<file path="src/rtl/booth_mul_seq.sv">
// Sequential radix-2 Booth multiplier (signed, one multiplier bit retired per clock).
// Optional early termination when remaining multiplier bits are uniform: define BMUL_EARLY_TERM_EN.
//
// state | meaning
// IDLE  | waiting for start
// RUN   | one add/sub + arithmetic shift per cycle
// DONE  | product valid, done pulse; start here restarts back-to-back
module booth_mul_seq #(
  parameter int WIDTH = 8,
  parameter int CNT_W = $clog2(WIDTH + 1)
) (
  input  logic               clk,
  input  logic               rst_n,
  input  logic               start,
  input  logic [WIDTH-1:0]   multiplicand,
  input  logic [WIDTH-1:0]   multiplier,
  output logic               busy,
  output logic               done,
  output logic [2*WIDTH-1:0] product
);

  typedef enum logic [1:0] {IDLE, RUN, DONE} state_t;

  localparam logic [CNT_W-1:0] CNT_LAST = CNT_W'(WIDTH - 1);

  state_t             state, state_nxt;
  logic [WIDTH:0]     a, m, a_sum;
  logic [WIDTH-1:0]   q;
  logic               q_1;
  logic [CNT_W-1:0]   cnt;
  logic               accept, last_step;
  logic [2*WIDTH+1:0] next_vec;

  assign accept = start && ((state == IDLE) || (state == DONE));

  // One Booth step on the WIDTH+1-bit accumulator, then shift {A,Q,q_1}.
  always_comb begin
    a_sum = a;
    case ({q[0], q_1})
      2'b10:   a_sum = a - m;
      2'b01:   a_sum = a + m;
      default: a_sum = a;
    endcase
    next_vec  = $signed({a_sum, q, q_1}) >>> 1;
    last_step = (cnt == CNT_LAST);
`ifdef BMUL_EARLY_TERM_EN
    begin
      localparam logic [CNT_W-1:0] WIDTH_C = CNT_W'(WIDTH);
      localparam logic [WIDTH-1:0] ONES    = '1;
      // Unretired bits all equal q_1 means only 00/11 pairs remain: shifts only.
      if (((q ^ {WIDTH{q_1}}) & (ONES >> cnt)) == '0) begin
        next_vec  = $signed({a, q, q_1}) >>> (WIDTH_C - cnt);
        last_step = 1'b1;
      end
    end
`endif
  end

  always_ff @(posedge clk or negedge rst_n) begin
    if (!rst_n) state <= IDLE;
    else        state <= state_nxt;
  end

  always_comb begin
    state_nxt = state;
    busy      = 1'b0;
    done      = 1'b0;
    case (state)
      IDLE: if (start) state_nxt = RUN;
      RUN: begin
        busy = 1'b1;
        if (last_step) state_nxt = DONE;
      end
      DONE: begin
        done      = 1'b1;
        state_nxt = start ? RUN : IDLE;
      end
      default: state_nxt = IDLE;
    endcase
  end

  always_ff @(posedge clk or negedge rst_n) begin
    if (!rst_n) begin
      a       <= '0;
      q       <= '0;
      q_1     <= 1'b0;
      m       <= '0;
      cnt     <= '0;
      product <= '0;
    end else if (accept) begin
      a   <= '0;
      q   <= multiplier;
      q_1 <= 1'b0;
      m   <= {multiplicand[WIDTH-1], multiplicand};
      cnt <= '0;
    end else if (state == RUN) begin
      {a, q, q_1} <= next_vec;
      cnt         <= cnt + CNT_W'(1);
      if (last_step) product <= next_vec[2*WIDTH:1];
    end
  end

endmodule

</file>
<file path="config.mk">
export PLATFORM = sky130hd
export DESIGN_NAME = booth_mul_seq
export DESIGN_NICKNAME = d
export VERILOG_FILES = /design/src/rtl/booth_mul_seq.sv
export SDC_FILE = /design/constraint.sdc
export NUM_CORES = 1
export LEC_CHECK = 0
export BUFFER_PORTS_ARGS = -buffer_cell sky130_fd_sc_hd__buf_2
export CAP_MARGIN = 20
export CORE_MARGIN = 2
export CORE_UTILIZATION = 35
export CTS_CLUSTER_SIZE = 25
export DETAILED_ROUTE_END_ITERATION = 6
export PLACE_DENSITY = 0.59
export REMOVE_ABC_BUFFERS = 1
export SLEW_MARGIN = 20
export SYNTH_ARGS = -nofsm -noshare
export SYNTH_HDL_FRONTEND = slang
export SYNTH_SLANG_ARGS = --single-unit
</file>
<file path="constraint.sdc">
create_clock -name clk -period 4.49 [get_ports clk]
set_input_delay 0.898 -clock clk [delete_from_list [all_inputs] [get_ports clk]]
set_output_delay 0.898 -clock clk [all_outputs]
set_load 0.02 [all_outputs]
</file>
==> impl_metrics.csv <==
group,metric,value,unit
floorplanning,die-area,0.00766,mm²
routing,drtIter0Drc,107,
placed_design,hpwlAfterDp,3640,µm
finish,nFillCells,720,
timing,setup_tns,0,ps
global_route,grt_pass1_wl,8830,µm
clock_tree,cts-root-buf,"clkbuf_8",
timing,tightestPinTransition,799,ps
synth,synth-main-ff-cell,"dfrtp_1",
floorplanning,core_area,0.00676,mm²
setup_path,cp_data_arrival_time,3050,ps
synth,async_reset_ff_frac,1.00,
clock_tree,numCtsBuffers,5,
finish,fin_util,0.412,
clock_tree,cts-resized-gates,0,
synth,yosysMostFrequentCell,"nand2_1",
synth,synth_top_area_share,0.482,
routing,drc_errors,0,
setup_path,startpoint_type,"register",
timing,final_max_slew_viol_count,0,
timing,fmax,355,MHz
floorplanning,start_util,0.361,
routing,totalWireLength,5140,µm
setup_path,cp_max_fo,8,
clock_tree,clock_latency,310,ps
global_route,grt_start_max_net_pins,48,
placed_design,place_congestion,0.881,
clock_tree,cts_setup_buffers,0,
timing,fin_crit_sh,0.627,
setup_path,r2r_end,"a[7]$_DFFE_PN0P_",
setup_path,critPathRequiredTime,4720,ps
routing,postRouteAntennaNets,0,
timing,fin_ws,1670,ps
global_route,antenna_found_initial,0,
synth,avgSynthCellArea,9.07,µm²
synth,ys_seq_elements,47,
finish,drive_above_1_share,0.175,
clock_tree,cts_sinks,47,
synth,postSynthCellCount,269,
synth,yosys_warnings,0,
timing,hold_viol,0,
routing,wire_per_inst,13.4,µm
setup_path,rr_worst_depth,9,
timing,rsz0062_at_grt,"false",
routing,first_pass_iters,6,
timing,final-setup-viol-count,0,
global_route,grt_pass1_vias,1829,
synth,netlist_area,0.00244,mm²
finish,nNetsFinal,333,
hold_path,min_path_type,"register to register",
placed_design,port_buffers,36,
job,cap_violations,0,
setup_path,crit_path_end_kind,"register",
hold_path,holdPathEnd,"product[5]$_DFFE_PN0P_",
setup_path,path_class,"register to register",
clock_tree,cts_tree,"done",
placed_design,pre_cts_ws,1690,ps
global_route,grt.total_usage,0.146,
timing,layout_min_cycle_time,2820,ps
synth,synth-seq-area-share,0.482,
synth,synthTopCellsByArea,"dfrtp_1 (48%), nand2_1 (11%), ha_1 (5.6%), xor2_1 (3.2%), nor2_1 (2.9%)",
setup_path,r2r_start,"q[0]$_DFFE_PN0P_",
floorplanning,io_pins,37,
synth,synth_top_area_cell,"dfrtp_1",
clock_tree,htreeDepth,2,
timing,skew,9.85,ps
clock_tree,clockBufferDepth,2,
finish,syn2layout_area_growth,14.1,%
synth,yosys.cell_types.count,44,
routing,vias_per_cell,5.09,
routing,vias,1951,
run_status,status,"finished, final reports clean",
timing,slew_headroom,0.467,
finish,antenna_cells,0,
hold_path,whs_path_depth,2,
setup_path,critPathLaunch,"q[0]$_DFFE_PN0P_",
clock_tree,cts.clk_slew.worst_paths,90,ps
hold_path,hold_start,"product[5]$_DFFE_PN0P_",
floorplanning,die_h,87.5,µm
floorplanning,die_width,87.5,µm
setup_path,rrSetupSlack,1670,ps
synth,synth_edf_count,0,
global_route,grt_overflow,0,
synth,synth_commonest_cells,"nand2_1 (70), dfrtp_1 (47), nor2_1 (19)",
clock_tree,ctsHoldBuffers,0,
floorplanning,row_count,30,
## cell usage in the layout (no fill, tap or decap), types with 3 or more instances in the layout
| cell | count |
|---|---|
| nand2_1 | 70 |
| nor3_1 | 3 |
| mux2i_1 | 6 |
| clkbuf_8 | 6 |
| xnor2_1 | 3 |
| nor2_1 | 19 |
| buf_2 | 36 |
| a21oi_1 | 7 |
| nand2b_1 | 3 |
| inv_1 | 5 |
| ha_1 | 11 |
| dfrtp_1 | 47 |
| a31oi_1 | 9 |
| xor2_1 | 9 |
| o21ai_1 | 11 |
| nand3_1 | 7 |
| o21ai_0 | 14 |
## worst max path at each step
stage	depth (start not counted)	end
after floorplan	9	a[7]$_DFFE_PN0P_
after global placement	9	a[7]$_DFFE_PN0P_
after detailed placement	9	product[15]$_DFFE_PN0P_
after CTS	9	a[7]$_DFFE_PN0P_
after global routing	9	a[7]$_DFFE_PN0P_
final	9	a[7]$_DFFE_PN0P_
## routing by layer
layer	track usage	up-vias	wire length, µm
met5	0	-	0
met4	0.0420	0	61
met3	0.0370	6	199
met2	0.233	27	2360
met1	0.197	939	2520
li1	-	979	-
## sequential cells by signal, summed over array words and instances, names as in the netlist
signal,cells
cnt,4
q,8
state,2
q_1,1
m,8
product,16
a,8
## worst max-delay path, stage by stage, from the launching register on
cell,delay (ps)
dfrtp_1,370
inv_1,80
ha_1,330
mux2_2,400
fa_1,450
a211oi_1,310
o21ai_1,120
a211o_1,350
a211o_1,260
o21ai_1,70
## logic make-up after synthesis
group / after synthesis / share of synthesized area
and+or+nand+nor: 113 / 0.196
AOI/OAI and AO/OA: 58 / 0.153
DFF: 47 / 0.482
buffers and inverters: 20 / 0.0323
xor gates and xnor gates: 12 / 0.0431
adders and majority gates: 12 / 0.0646
muxes: 7 / 0.0292
## stage by stage
stage | instances | hold slack [ps] | instance area [µm²]
detailed placement | 375 | 459 | 2690
global route | 383 | 502 | 2790
CTS | 383 | 485 | 2790
floorplan | 257 | 454 | 2390
finish | 383 | 477 | 2790
global placement | 375 | 460 | 2690
## layout make-up
class                           instances  area (µm²)  area share
Clock inverter                          2        16.3     0.00584
Multi-Input combinational cell        202        1190       0.426
Tap cell                               80         100      0.0359
Clock buffer                            6        82.6      0.0296
Timing Repair Buffer                   38         195      0.0700
Inverter                                8        30.0      0.0108
Sequential cell                        47        1180       0.422
Power is left out: the tool's default activity adds up to more than one toggle a clock period on the data nets, which glitch-free logic cannot reach.
